[config.mk]
export PLATFORM = sky130hd
export DESIGN_NAME = vga_timing_gen
export DESIGN_NICKNAME = d
export VERILOG_FILES = /design/src/rtl/vga_timing_gen.sv
export SDC_FILE = /design/constraint.sdc
export NUM_CORES = 1
export LEC_CHECK = 0
export CAP_MARGIN = 25
export CORE_ASPECT_RATIO = 1.2
export CORE_MARGIN = 2
export CORE_UTILIZATION = 35
export CTS_CLUSTER_SIZE = 40
export DETAILED_ROUTE_END_ITERATION = 6
export PLACE_DENSITY = 0.59
export SYNTH_ARGS = -nofsm -noshare
export SYNTH_HDL_FRONTEND = slang
export SYNTH_SLANG_ARGS = --single-unit
[constraint.sdc]
create_clock -name Clk -period 7.13 [get_ports Clk]
set_input_delay 0.713 -clock Clk [delete_from_list [all_inputs] [get_ports Clk]]
set_output_delay 0.713 -clock Clk [all_outputs]
set_load 0.05 [all_outputs]
[src/rtl/vga_timing_gen.sv]
// VGA raster timing generator: scans a frame-shadowed porch geometry, publishes active
// pixel coordinates, and drives colour plus sync to the pins with a matched 3-clock latency.
module vga_timing_gen #(
    parameter int   COUNTER_WIDTH    = 11,
    parameter int   BACKPORCH_WIDTH  = 10,
    parameter int   FRONTPORCH_WIDTH = 11,
    parameter int   DATA_WIDTH       = 12,
    parameter int   H_SYNC           = 96,
    parameter int   V_SYNC           = 2,
    parameter int   H_TAIL           = 16,
    parameter int   V_TAIL           = 10,
    parameter int   H_BP_RST         = 144,
    parameter int   H_ACT_RST        = 640,
    parameter int   V_BP_RST         = 35,
    parameter int   V_ACT_RST        = 480,
    parameter logic SYNC_POL         = 1'b0
) (
    input  logic                        Clk,
    input  logic                        rst_n,
    input  logic [BACKPORCH_WIDTH-1:0]  H_BackPorch,
    input  logic [FRONTPORCH_WIDTH-1:0] H_FrontPorch,
    input  logic [BACKPORCH_WIDTH-1:0]  V_BackPorch,
    input  logic [FRONTPORCH_WIDTH-1:0] V_FrontPorch,
    input  logic [DATA_WIDTH-1:0]       Data_VGA,
    output logic                        Counter_X_Valid,
    output logic [COUNTER_WIDTH-1:0]    Counter_X,
    output logic                        Counter_Y_Valid,
    output logic [COUNTER_WIDTH-1:0]    Counter_Y,
    output logic                        HSync,
    output logic                        VSync,
    output logic [DATA_WIDTH-1:0]       RGB,
    output logic                        Frame_Start
);

    localparam int TW = COUNTER_WIDTH + 1;

    logic [COUNTER_WIDTH-1:0]    h_cnt_r, v_cnt_r;
    logic [BACKPORCH_WIDTH-1:0]  sh_hbp_r, sh_vbp_r;
    logic [FRONTPORCH_WIDTH-1:0] sh_hact_r, sh_vact_r;
    logic [TW-1:0]               h_pos_s, v_pos_s;
    logic [TW-1:0]               h_total_s, v_total_s;
    logic [TW-1:0]               h_end_s, v_end_s;
    logic                        h_last_s, v_last_s;
    logic                        h_act_s, v_act_s;
    logic                        hs_s, vs_s, de_s;
    logic [COUNTER_WIDTH-1:0]    h_nxt_s, v_nxt_s;
    logic [COUNTER_WIDTH-1:0]    x_s, y_s;
    logic                        hs_d1_r, vs_d1_r, de_d1_r;
    logic                        hs_d2_r, vs_d2_r, de_d2_r;

    // Raster decode: totals and active-window bounds are one bit wider so they cannot overflow
    always_comb begin
        h_pos_s   = {1'b0, h_cnt_r};
        v_pos_s   = {1'b0, v_cnt_r};
        h_end_s   = TW'(sh_hbp_r) + TW'(sh_hact_r);
        v_end_s   = TW'(sh_vbp_r) + TW'(sh_vact_r);
        h_total_s = h_end_s + TW'(H_TAIL);
        v_total_s = v_end_s + TW'(V_TAIL);
        h_last_s  = (h_pos_s == (h_total_s - TW'(1)));
        v_last_s  = (v_pos_s == (v_total_s - TW'(1)));
        h_act_s   = (h_pos_s >= TW'(sh_hbp_r)) && (h_pos_s < h_end_s);
        v_act_s   = (v_pos_s >= TW'(sh_vbp_r)) && (v_pos_s < v_end_s);
        hs_s      = (h_pos_s < TW'(H_SYNC));
        vs_s      = (v_pos_s < TW'(V_SYNC));
        de_s      = h_act_s && v_act_s;
    end

    // Next raster position and active coordinates
    always_comb begin
        h_nxt_s = h_cnt_r + COUNTER_WIDTH'(1);
        v_nxt_s = v_cnt_r;
        x_s     = {COUNTER_WIDTH{1'b0}};
        y_s     = {COUNTER_WIDTH{1'b0}};
        if (h_last_s) begin
            h_nxt_s = {COUNTER_WIDTH{1'b0}};
            if (v_last_s) begin
                v_nxt_s = {COUNTER_WIDTH{1'b0}};
            end else begin
                v_nxt_s = v_cnt_r + COUNTER_WIDTH'(1);
            end
        end else begin
            v_nxt_s = v_cnt_r;
        end
        if (h_act_s) begin
            x_s = h_cnt_r - COUNTER_WIDTH'(sh_hbp_r);
        end else begin
            x_s = {COUNTER_WIDTH{1'b0}};
        end
        if (v_act_s) begin
            y_s = v_cnt_r - COUNTER_WIDTH'(sh_vbp_r);
        end else begin
            y_s = {COUNTER_WIDTH{1'b0}};
        end
    end

    // Raster counters
    always_ff @(posedge Clk or negedge rst_n) begin
        if (!rst_n) begin
            h_cnt_r <= {COUNTER_WIDTH{1'b0}};
            v_cnt_r <= {COUNTER_WIDTH{1'b0}};
        end else begin
            h_cnt_r <= h_nxt_s;
            v_cnt_r <= v_nxt_s;
        end
    end

    // Shadow geometry: sampled only on the last clock of a frame so a frame never tears
    always_ff @(posedge Clk or negedge rst_n) begin
        if (!rst_n) begin
            sh_hbp_r  <= BACKPORCH_WIDTH'(H_BP_RST);
            sh_hact_r <= FRONTPORCH_WIDTH'(H_ACT_RST);
            sh_vbp_r  <= BACKPORCH_WIDTH'(V_BP_RST);
            sh_vact_r <= FRONTPORCH_WIDTH'(V_ACT_RST);
        end else if (h_last_s && v_last_s) begin
            sh_hbp_r  <= H_BackPorch;
            sh_hact_r <= H_FrontPorch;
            sh_vbp_r  <= V_BackPorch;
            sh_vact_r <= V_FrontPorch;
        end else begin
            sh_hbp_r  <= sh_hbp_r;
            sh_hact_r <= sh_hact_r;
            sh_vbp_r  <= sh_vbp_r;
            sh_vact_r <= sh_vact_r;
        end
    end

    // Stage 1: coordinates to the colour manager, plus first sync/enable delay
    always_ff @(posedge Clk or negedge rst_n) begin
        if (!rst_n) begin
            Counter_X_Valid <= 1'b0;
            Counter_X       <= {COUNTER_WIDTH{1'b0}};
            Counter_Y_Valid <= 1'b0;
            Counter_Y       <= {COUNTER_WIDTH{1'b0}};
            Frame_Start     <= 1'b0;
            hs_d1_r         <= 1'b0;
            vs_d1_r         <= 1'b0;
            de_d1_r         <= 1'b0;
        end else begin
            Counter_X_Valid <= de_s;
            Counter_X       <= x_s;
            Counter_Y_Valid <= v_act_s;
            Counter_Y       <= y_s;
            Frame_Start     <= (h_cnt_r == {COUNTER_WIDTH{1'b0}}) && (v_cnt_r == {COUNTER_WIDTH{1'b0}});
            hs_d1_r         <= hs_s;
            vs_d1_r         <= vs_s;
            de_d1_r         <= de_s;
        end
    end

    // Stage 2: matches the colour manager's registered Data_VGA response
    always_ff @(posedge Clk or negedge rst_n) begin
        if (!rst_n) begin
            hs_d2_r <= 1'b0;
            vs_d2_r <= 1'b0;
            de_d2_r <= 1'b0;
        end else begin
            hs_d2_r <= hs_d1_r;
            vs_d2_r <= vs_d1_r;
            de_d2_r <= de_d1_r;
        end
    end

    // Stage 3: pin outputs, colour blanked outside the active window
    always_ff @(posedge Clk or negedge rst_n) begin
        if (!rst_n) begin
            RGB   <= {DATA_WIDTH{1'b0}};
            HSync <= ~SYNC_POL;
            VSync <= ~SYNC_POL;
        end else begin
            RGB   <= de_d2_r ? Data_VGA : {DATA_WIDTH{1'b0}};
            HSync <= hs_d2_r ? SYNC_POL : ~SYNC_POL;
            VSync <= vs_d2_r ? SYNC_POL : ~SYNC_POL;
        end
    end

endmodule

Word-level counts from Yosys, hierarchy flattened
Index checks and enable logic that the tools add are counted.
- register bits after elaboration: 108
- latch bits: 0
- bits in writable memories: 0
- bits in read-only memories: 0
- bits of input ports: 56
- output and inout bits: 39
- logic and storage cells: 51
- memories: 0
- add/subtract/negate cells: 10
- multipliers: 0
- divide/modulo/power cells: 0
- order comparisons: 6
- eq/ne operators: 2
- shifts and indexed selects: 0
- mux-type cells: 7
- bitwise gates (word level): 0
- reduce and logical (&&, ||, !) cells: 7
- operators by type and width (kind ; number):
    two-way mux 11 bit ; 4
    adder 10 x 11 -> 12 bit ; 2
    == test 11 x 12 -> 1 bit ; 2
    less-than comparator 11 x 12 -> 1 bit ; 2
    subtractor 12 x 1 -> 12 bit (second input constant) ; 2
    adder 11 x 1 -> 11 bit (second input constant) ; 2
    greater-or-equal comparator 11 x 10 -> 1 bit ; 2
    logical NOT 11 bit ; 2
    subtractor 11 x 10 -> 11 bit ; 2
    adder 12 x 4 -> 12 bit (second input constant) ; 1
    adder 12 x 5 -> 12 bit (second input constant) ; 1
    two-way mux 12 bit ; 1
    less-than comparator 11 x 2 -> 1 bit (second input constant) ; 1
    less-than comparator 11 x 7 -> 1 bit (second input constant) ; 1
    logical AND 1 bit ; 5
    two-way mux 1 bit ; 2

Depth between registers and ports, before layout
Gate-level depths: netlist (run 1).
- depth after elaboration: 5
- mapped depth: 16
- depth with buffers taken out: 15

Least setup slack after synthesis (run 1)
OpenSTA, ideal clock, no wires.
- kind: register to register
- from: register sh_vbp_r[0]
- to: register sh_hact_r[0]
- setup time: 0.127 ns
- arrival time: 3.770 ns
- data required time: 7.003 ns
- setup slack: 3.233 ns
- stages on the path, launching flop included: 15
- buffers on the path: 1
- period minus slack after synthesis: 3.897 ns
- cell sequence: dfstp_2 ha_1 inv_1 fa_1 nand2b_1 a211o_1 and2_4 a211oi_4 nor4_1 or3_1 o22a_1 nor4_4 nand2_2 buf_6 mux2_1
- cells in the longest elaborated chain, start to end: 5
- ends and longest elaborated chain (what ; line ; RTL):
    from (decl) ; 38 ; logic [BACKPORCH_WIDTH-1:0] sh_hbp_r, sh_vbp_r;
    from (signal assigned) ; 112 ; sh_vbp_r <= BACKPORCH_WIDTH'(V_BP_RST);
    from (signal assigned) ; 117 ; sh_vbp_r <= V_BackPorch;
    from (signal assigned) ; 122 ; sh_vbp_r <= sh_vbp_r;
    adder 10 x 11 -> 12 bit ; 56 ; v_end_s = TW'(sh_vbp_r) + TW'(sh_vact_r);
    adder 12 x 4 -> 12 bit ; 58 ; v_total_s = v_end_s + TW'(V_TAIL);
    subtractor 12 x 1 -> 12 bit ; 60 ; v_last_s = (v_pos_s == (v_total_s - TW'(1)));
    == test 11 x 12 -> 1 bit ; 60 ;
    logical AND 1 bit ; 114 ; end else if (h_last_s && v_last_s) begin
    to (signal assigned) ; 111 ; sh_hact_r <= FRONTPORCH_WIDTH'(H_ACT_RST);
    to (signal assigned) ; 116 ; sh_hact_r <= H_FrontPorch;
    to (signal assigned) ; 121 ; sh_hact_r <= sh_hact_r;
    to (decl) ; 39 ; logic [FRONTPORCH_WIDTH-1:0] sh_hact_r, sh_vact_r;
Every way passes these cells.
A chain may end at the register's enable or synchronous reset.

Worst setup path in the final report (run 1)
- from: register sh_vbp_r[0]
- to: register sh_hact_r[6]
The elaborated chain is that of the path after synthesis.

==> flow_summary_export.csv, run 1 <==
group,metric,value,unit
setup_path,crit_fanout,30,
detailed_routing,firstDrtPassIters,6,
cts,cts_tree,"yes",
sta,skew,8.37,ps
setup_path,r2r-start,"sh_vbp_r[0]",
setup_path,required,7370,ps
job,max_cap_violations,0,
global_route,gr-total-overflow,0,
detailed_routing,antenna_left,0,
synth,synth_xor_area_share,7.37,%
detailed_routing,drt_iter0_drc,228,
global_route,grt_first_pass_wirelength,27.6,mm
synth,seq_area_frac_synth,37.2,%
setup_path,start_kind,"flop",
cts,clk_path_buf_depth,2,
synth,synth_mux_area_share,6.88,%
placed_design,dpl-instance-area,0.00848,sq mm
sta,worstMarginPinSlew,910,ps
sta,drv_slew,0,
pwr,power_frac_seq,38.8,%
status,status,"finished, final reports clean",
setup_path,path_class,"flop to flop",
detailed_routing,routedWlPerCell,15.0,um
final_layout,drive_gt1_share,6.21,%
synth,ys.flop_type,"dfrtp_1",
cts,cts.sinks,108,
synth,async_flop_share,100,%
synth,synth-simple-area-share,15.2,%
pwr,internal-power,1.23,mW
global_route,grt_max_degree,71,
worst_hold_path,hold_path_class,"input pin to asynchronous set/reset pin",
floorplanning,die_x,136,um
synth,ys_ff_latch,108,
sta,rsz0062_at_grt,"no",
final_layout,diodes,0,
floorplanning,die_y,162,um
placed_design,hpwlAfterDp,12.7,mm
sta,max_freq,0.226,GHz
setup_path,slowest_stage,"dfstp_2",
floorplanning,fp.dieArea,0.0221,sq mm
global_route,first_global_vias,5429,
synth,synth_top_family_by_area,"simple AND/OR/NAND/NOR gates",
synth,synth_compound_area_share,15.1,%
setup_path,cp-end-kind,"flop",
cts,clk_latency,360,ps
setup_path,cp_cell_sequence,"ha_1 -> inv_1 -> fa_1 -> nand2b_1 -> a211o_1 -> and2_4 -> a211oi_4 -> nor4_1 -> or3_1 -> o22a_1 -> nor4_4 -> nand2_2 -> buf_12 -> mux2_1",
placed_design,place.gp.congestion,0.827,
synth,synth_fa_ha_area_share,12.7,%
synth,yosys-top-cells-area,"dfrtp_1 (33%), ha_1 (12%), mux2_1 (6.2%)",
synth,yosysUniqueCellTypes,77,
cts,htreeDepth,3,
synth,synthCells,747,
setup_path,regToRegSetupSlack,2700,ps
detailed_routing,num_vias,5585,
synth,synth_top_area_share,32.5,%
detailed_routing,vias_per_cell,5.07,
sta,slew_headroom,39.1,%
sta,fin_crit_sh,62.1,%
setup_path,max_stage_delay,550,ps
placed_design,place.port_buffers,94,
final_layout,area_growth,20.4,%
pwr,switching_share,34.7,%
synth,syn_area,0.00731,sq mm
cts,root_buffer,"clkbuf_16",
pwr,power_switching,651,uW
synth,synth_edf_count,0,
setup_path,arrival,4670,ps
cts,post-cts-setup-buffer-count,0,
floorplanning,core-area,0.0204,sq mm
global_route,track_usage,15.7,%
global_route,antenna_found_initial,0,
sta,setup_violations,0,
synth,synth_top_cell_by_area,"dfrtp_1",
final_layout,fin_area,0.00880,sq mm
setup_path,r2r-end,"sh_hact_r[6]",
cts,cts_resized,0,
pwr,pwr_density_cell,213,mW/mm^2
synth,syn_nets,875,
pwr,power.total,1.88,mW
sta,hold_viol,0,
cts,hold_buffers,0,
cts,cts_buffers,9,
floorplanning,rows,57,
pwr,comb_power_share,33.1,%
pwr,power_frac_clock,28.1,%
detailed_routing,drc,0,
pwr,ir_worst_vdd,0.118,mV
pwr,leakagePower,3.85,nW
detailed_routing,routed_wl,16.5,mm
floorplanning,start_util,35.9,%
synth,yosysWarnings,0,
setup_path,r2r_cells,14,
synth,syn_avg_cell_area,9.79,sq um
floorplanning,ios,95,
sta,finalCriticalPeriod,4430,ps
cts,path_clk_slew,70,ps
final_layout,fin_nets,960,
setup_path,critPathLaunch,"sh_vbp_r[0]",
sta,finalSetupTns,0,ps
==> cells in the final DEF, fill, tap and decap left out, drive strengths merged, types with 13 or more instances in the layout <==
| cell | instances |
|---|---|
| a21oi | 37 |
| and2 | 18 |
| clkdlybuf4s50 | 93 |
| dfrtp | 95 |
| dfstp | 13 |
| ha | 68 |
| inv | 76 |
| mux2 | 42 |
| nand2 | 23 |
| nand3 | 26 |
| nand4 | 16 |
| nor2 | 41 |
| nor3 | 29 |
| o21a | 17 |
| o21ai | 39 |
| xnor2 | 39 |
| xor2 | 14 |
==> logic make-up (layout without fill, tap and decap cells) <==
kind of cell / Yosys count / in the layout
xor+xnor: 56 / 56
flops: 108 / 108
simple gates: 205 / 205
fa+ha+maj: 72 / 72
buf+inv: 100 / 190
compound gates: 161 / 161
mux: 45 / 45
==> cells in the mapped netlist, types with 9 or more instances <==
library cell  number
a21o_1             9
a21oi_1           37
and2_1            16
clkbuf_1          16
dfrtp_1           95
dfstp_2           13
ha_1              68
inv_1             73
mux2_1            40
nand2_1           22
nand3_1           26
nand4_1           16
nor2_1            40
nor3_1            28
o21a_1            17
o21ai_0           38
or3_1              9
xnor2_1           39
xor2_1            13
==> metal layers <==
layer	GRT usage, %	wire length (um)	vias up
met4	5.45	260	0
met1	23.1	8440	2626
met2	23.7	7170	120
met3	2.15	619	17
li1	-	-	2822
met5	0	0	-
==> worst max path at each step <==
| stage | slack, ps | end | cells after the start |
|---|---|---|---|
| 2_1_floorplan | 3230 | sh_hact_r[0] | 14 |
| 3_3_place_gp | 2430 | sh_hbp_r[6] | 13 |
| 3_5_place_dp | 2360 | sh_hact_r[6] | 13 |
| 4_1_cts | 2330 | sh_hact_r[1] | 13 |
| 5_1_grt | 2380 | sh_hbp_r[6] | 16 |
| 6_report | 2700 | sh_hact_r[6] | 14 |
==> flip-flops by register name, indices dropped and copies added, names as in the netlist, 10 cells and up <==
register / cells
sh_vbp_r: 10
h_cnt_r: 11
Counter_Y: 11
sh_vact_r: 11
sh_hbp_r: 10
RGB: 12
v_cnt_r: 11
sh_hact_r: 11
Counter_X: 11
==> power by group through the flow <==
| stage | clock network [mW] | logic, mW | registers (mW) |
|---|---|---|---|
| after floorplan | 0 | 0.440 | 0.747 |
| after global placement | 0 | 0.613 | 0.738 |
| after detailed placement | 0 | 0.621 | 0.740 |
| after CTS | 0.543 | 0.626 | 0.728 |
| after global routing | 0.571 | 0.703 | 0.737 |
| final | 0.527 | 0.621 | 0.728 |
==> final cells by class <==
| cell class | instances | area, sq um |
|---|---|---|
| Clock buffer | 11 | 243 |
| Clock inverter | 5 | 61.3 |
| Sequential cell | 108 | 2720 |
| Tap cell | 265 | 332 |
| Inverter | 76 | 285 |
| Multi-Input combinational cell | 539 | 4180 |
| Timing Repair Buffer | 98 | 981 |
| Fill cell | 2044 | 11600 |
==> critical path, delay by kind of cell, from the launching register on <==
kind,cells,cell delay [ps]
AOI/OAI and AO/OA,3,850
adders and majority gates,2,580
buffers and inverters,2,330
DFF,1,550
muxes,1,330
and+or+nand+nor,6,1630
==> per-stage QoR <==
stage | setup WS (ps) | hold WS [ps] | instances | utilization (%)
floorplan | 3230 | 331 | 747 | -
global placement | 2430 | 338 | 1085 | 41.6
detailed placement | 2360 | 335 | 1085 | 41.6
CTS | 2330 | 334 | 1101 | 43.1
global route | 2380 | 357 | 1102 | 43.2
finish | 2700 | 318 | 1102 | 43.2
No activity file was read; power rests on OpenSTA's default activity.
==> run 2: changes to the inputs <==
Clock period 7.13 ns to 4.5 ns, I/O delays scaled along.
==> run 2 against run 1 <==
  * Sequential power increased by 58%
  * Hold slack got worse by 130 ps
  * Count of clock-buffer cells in the layout decreased by 1
  * Design area about the same
  * Flip-flop and latch count unchanged
  * Die area unchanged
  * Sequential share of layout area about the same
  * First-iteration DRC count decreased by 23%
  * Clock skew increased by 1.2 ps
  * Critical path depth unchanged
  * Critical path type unchanged
  * Critical endpoint is now sh_vbp_r[7]
==> flow_summary_export.csv, run 2 (synthesis gave the netlist of run 1 again) <==
group,metric,value,unit
status,status,"finished, final reports clean",
sta,slew_headroom,45.8,%
cts,cts_buffers,9,
pwr,leakagePower,3.86,nW
final_layout,largest_register_ffs,12,
setup_path,cp_num_buf_inv,2,
placed_design,place.gp.congestion,0.830,
floorplanning,core-area,0.0204,sq mm
setup_path,crit_fanout,42,
pwr,switching_share,34.6,%
global_route,track_usage,15.2,%
job,max_cap_violations,0,
cts,root_buffer,"clkbuf_16",
detailed_routing,antenna_left,0,
setup_path,arrival,4470,ps
floorplanning,ios,95,
cts,cts_resized,0,
floorplanning,start_util,35.9,%
final_layout,diodes,0,
sta,setup_violations,0,
setup_path,start_kind,"flop",
final_layout,largest-register,"RGB",
sta,rsz0062_at_grt,"no",
detailed_routing,routedWlPerCell,14.6,um
detailed_routing,num_vias,5530,
pwr,power_frac_clock,27.9,%
final_layout,fin_nets,962,
sta,max_freq,0.237,GHz
global_route,first_global_vias,5305,
setup_path,max_stage_delay,550,ps
cts,post-cts-setup-buffer-count,0,
cts,path_clk_slew,80,ps
pwr,power.total,2.95,mW
final_layout,fillCellCount,2039,
final_layout,mostFrequentLayoutCells,"dfrtp_1 (95), clkdlybuf4s50_1 (93), inv_1 (73), ha_1 (68)",
setup_path,required,4750,ps
cts,cts.sinks,108,
placed_design,hpwlAfterDp,12.6,mm
global_route,antenna_found_initial,0,
sta,finalCriticalPeriod,4220,ps
sta,finalSetupTns,0,ps
pwr,internal-power,1.93,mW
sta,fin_ws,281,ps
pwr,power_switching,1.02,mW
cts,hold_buffers,0,
setup_path,path_class,"flop to flop",
detailed_routing,firstDrtPassIters,6,
cts,clk_latency,360,ps
sta,hold_viol,0,
pwr,power_frac_seq,38.9,%
pwr,pwr_density_cell,335,mW/mm^2
setup_path,cp-end-kind,"flop",
detailed_routing,vias_per_cell,5.01,
setup_path,crit_family,"simple AND/OR/NAND/NOR gates",
floorplanning,fp.dieArea,0.0221,sq mm
detailed_routing,drt_iter0_drc,176,
final_layout,drive_gt1_share,6.44,%
floorplanning,die_y,162,um
cts,cts_tree,"yes",
detailed_routing,routed_wl,16.1,mm
placed_design,dpl-instance-area,0.00850,sq mm
sta,fin_crit_sh,93.8,%
detailed_routing,drc,0,
floorplanning,rows,57,
sta,drv_slew,0,
pwr,ir_worst_vdd,0.197,mV
cts,clk_path_buf_depth,2,
placed_design,place.port_buffers,94,
setup_path,slowest_stage,"dfstp_2",
final_layout,fin_area,0.00880,sq mm
pwr,comb_power_share,33.3,%
global_route,gr-total-overflow,0,
worst_hold_path,hold_path_class,"input pin to asynchronous set/reset pin",
cts,htreeDepth,3,
floorplanning,die_x,136,um
global_route,grt_max_degree,64,
global_route,grt_first_pass_wirelength,26.7,mm
sta,skew,9.62,ps
final_layout,area_growth,20.4,%
placed_design,preCtsSetupSlack,261,ps
setup_path,cp_cell_sequence,"ha_1 -> inv_1 -> fa_1 -> nand2b_1 -> a211o_1 -> and2_4 -> a211oi_4 -> nor4_1 -> or3_1 -> o22a_1 -> nor4_4 -> nand2_2 -> buf_4 -> mux2_1",
sta,worstMarginPinSlew,813,ps
final_layout,layout_commonest_cell,"dfrtp_1",
[run 2: cell types whose count changed in the layout (fill, tap and decap cells not counted), sizes merged]
cell	previous run	this run
inv	76	78
clkinvlp	3	1
buf	5	7
clkinv	1	2
clkbuf	11	10
[run 2: worst paths after layout]
path | start | to | slack, ps | depth (start not counted)
max reg2reg | sh_vbp_r[0] | sh_vbp_r[7] | 280 | 14
max in group asynchronous | rst_n | h_cnt_r[4] | 3230 | 2
min reg2reg | vs_d2_r | VSync | 350 | 1
max | sh_vbp_r[0] | sh_vbp_r[7] | 280 | 14
min in group Clk | vs_d2_r | VSync | 350 | 1
min | rst_n | sh_hact_r[8] | 190 | 1
[run 2: power by group through the flow]
| stage | Clock, mW | Sequential (mW) | Combinational (mW) |
|---|---|---|---|
| detailed placement | 0 | 1.17 | 0.983 |
| CTS | 0.857 | 1.15 | 0.990 |
| global route | 0.890 | 1.16 | 1.11 |
| floorplan | 0 | 1.18 | 0.697 |
| global placement | 0 | 1.17 | 0.974 |
| finish | 0.822 | 1.15 | 0.982 |
[run 2: per-stage QoR]
stage          cells  hold slack [ps]  utilization [%]
2_1_floorplan    747              154                -
3_3_place_gp    1088              333             41.7
3_5_place_dp    1088              337             41.7
4_1_cts         1104              227             43.2
5_1_grt         1104              273             43.2
6_report        1104              188             43.2
[run 2: worst reg2reg max path: cells and delay by family (launching register included)]
kind	cells	cell delay (ps)
simple gates	6	1380
buf+inv	2	350
fa+ha+maj	2	570
compound gates	3	850
mux	1	420
flops	1	550
[run 2: area by class of cell]
| type | instances | area (sq um) | area share, % |
|---|---|---|---|
| multi-input combinational | 539 | 4180 | 47.5 |
| sequential | 108 | 2720 | 30.9 |
| timing repair buffer | 100 | 983 | 11.2 |
| tap | 265 | 332 | 3.77 |
| inverter | 76 | 285 | 3.24 |
| clock buffer | 10 | 229 | 2.60 |
| clock inverter | 6 | 71.3 | 0.810 |
[run 2: metal layers]
metal  up-vias  wire [um]  GRT usage [%]
met2       113       7060           23.6
met1      2578       8140           21.9
li1       2827          -              -
met4         0        174           3.93
met3        12        724           2.77
met5         -          0              0
==> run 3: changes to the inputs <==
Settings changed: RECOVER_POWER set to 25.
==> run 3 against run 2 <==
  * The run now ends with capacitance limit, slew limit left
  * Sequential power is essentially flat
  * Register-to-register slack is essentially flat
  * First-iteration DRC count shrank 1.1%
  * Sequential share of layout area is essentially flat
  * Final cell count is the same
  * Via count is essentially flat
  * Core utilization is essentially flat
  * Fmax is essentially flat
  * Count of clock-buffer cells in the layout is the same
  * Hold slack gained 160 ps
  * Flip-flop and latch count is the same
  * Critical path type unchanged
  * Critical endpoint unchanged
  * Largest cell class unchanged
  * Largest power group unchanged
==> flow_summary_export.csv, run 3 (synthesis gave the netlist of run 1 again) <==
group,metric,value,unit
sta,finalCriticalPeriod,4220,ps
pwr,pwr_density_cell,335,mW/mm^2
worst_hold_path,hold_path_depth,1,
setup_path,arrival,4460,ps
sta,slew_headroom,-129,%
global_route,grt_first_pass_wirelength,26.7,mm
global_route,antenna_found_initial,0,
floorplanning,die_y,162,um
cts,root_buffer,"clkbuf_16",
sta,fin_crit_sh,93.7,%
placed_design,place.gp.congestion,0.830,
sta,holdWs,352,ps
cts,cts_resized,0,
pwr,leakagePower,3.85,nW
job,max_cap_violations,1,
final_layout,fin_area,0.00880,sq mm
final_layout,regArea,0.00272,sq mm
floorplanning,die_x,136,um
final_layout,diodes,0,
floorplanning,start_util,35.9,%
setup_path,regToRegSetupSlack,280,ps
setup_path,crit_fanout,42,
final_layout,mostFrequentLayoutCells,"dfrtp_1 (95), clkdlybuf4s50_1 (93), inv_1 (73), ha_1 (68)",
setup_path,cp-end-kind,"flop",
cts,cts_tree,"yes",
setup_path,r2r_cells,14,
cts,clk_latency,360,ps
floorplanning,fp.dieArea,0.0221,sq mm
global_route,gr-total-overflow,0,
setup_path,r2r-start,"sh_vbp_r[0]",
cts,post-cts-setup-buffer-count,0,
sta,max_freq,0.237,GHz
setup_path,start_kind,"flop",
global_route,first_global_vias,5305,
sta,setup_violations,0,
placed_design,dpl-instance-area,0.00850,sq mm
final_layout,final_cell_count_no_fill,1104,
worst_hold_path,min_from,"vs_d2_r",
status,status,"finished, violations left",
floorplanning,core-area,0.0204,sq mm
sta,rsz0062_at_grt,"no",
setup_path,r2r-end,"sh_vbp_r[7]",
worst_hold_path,hold_path_class,"flop to flop",
pwr,ir_worst_vdd,0.197,mV
setup_path,required,4750,ps
cts,htreeDepth,3,
sta,worstMarginPinSlew,3430,ps
sta,finalSetupTns,0,ps
setup_path,path_class,"flop to flop",
detailed_routing,num_vias,5531,
final_layout,layout_commonest_cell,"dfrtp_1",
final_layout,area_growth,20.3,%
cts,clk_path_buf_depth,2,
cts,hold_buffers,0,
final_layout,multi_input_area,0.00418,sq mm
final_layout,largest-register,"RGB",
detailed_routing,drt_iter0_drc,174,
floorplanning,ios,95,
detailed_routing,routedWlPerCell,14.6,um
detailed_routing,antenna_left,0,
sta,hold_viol,0,
worst_hold_path,min_to,"VSync",
pwr,power.total,2.95,mW
global_route,grt_max_degree,64,
placed_design,placed_cells_incl_taps,1088,
floorplanning,rows,57,
detailed_routing,vias_per_cell,5.01,
cts,cts_buffers,9,
final_layout,fin_nets,962,
placed_design,place.port_buffers,94,
final_layout,fillCellCount,2041,
sta,drv_slew,64,
detailed_routing,drc,0,
placed_design,hpwlAfterDp,12.6,mm
sta,skew,9.62,ps
final_layout,drive_gt1_share,6.32,%
final_layout,largest_register_ffs,12,
global_route,track_usage,15.2,%
detailed_routing,firstDrtPassIters,5,
cts,path_clk_slew,80,ps
cts,cts.sinks,108,
status,violations,"capacitance limit, slew limit",
detailed_routing,routed_wl,16.1,mm
run 3: changes by cell type in the layout (fill, tap and decap cells not counted), sizes merged:
cell and change:
buf -1, clkbuf +1
run 3: per-stage QoR:
| step | util (%) | setup WS, ps |
|---|---|---|
| floorplan | - | 603 |
| global placement | 41.7 | 306 |
| detailed placement | 41.7 | 261 |
| CTS | 43.2 | 242 |
| global route | 43.1 | 12.6 |
| finish | 43.1 | 284 |
run 3: power breakdown:
part / internal (mW) / switching [mW] / leakage, nW / total [mW]
logic: 0.444 / 0.538 / 2.35 / 0.981
clock network: 0.438 / 0.384 / 0.145 / 0.823
registers: 1.05 / 0.0994 / 1.36 / 1.15
total: 1.93 / 1.02 / 3.85 / 2.95
run 3: layout make-up:
type	instances	area share, %
Inverter	76	3.24
Timing Repair Buffer	100	11.1
Multi-Input combinational cell	539	47.5
Sequential cell	108	30.9
Tap cell	265	3.77
Clock inverter	6	0.810
Clock buffer	10	2.60
run 3: routing by layer:
layer,routed length [um],GRT usage (%)
met2,7060,23.6
met4,173,3.93
met5,0,0
met1,8100,21.9
met3,770,2.77
run 3: critical path: stages (launching register included):
cell and delay (ps):
dfstp_2 550, ha_1 190, inv_1 60, fa_1 380, nand2b_1 180, a211o_1 340, and2_4 210, a211oi_4 280
nor4_1 120, or3_1 380, o22a_1 230, nor4_4 410, nand2_2 80, buf_4 290, mux2_1 380
run 3: how the worst max path moves through the flow:
stage	start	cells after the start	slack (ps)	end
global placement	sh_vbp_r[0]	14	310	sh_vbp_r[7]
CTS	sh_vbp_r[0]	14	240	sh_hact_r[2]
finish	sh_vbp_r[0]	14	280	sh_vbp_r[7]
global route	sh_vbp_r[0]	14	10	sh_hbp_r[1]
detailed placement	sh_vbp_r[0]	14	260	sh_vbp_r[9]
floorplan	sh_vbp_r[0]	14	600	sh_hact_r[0]
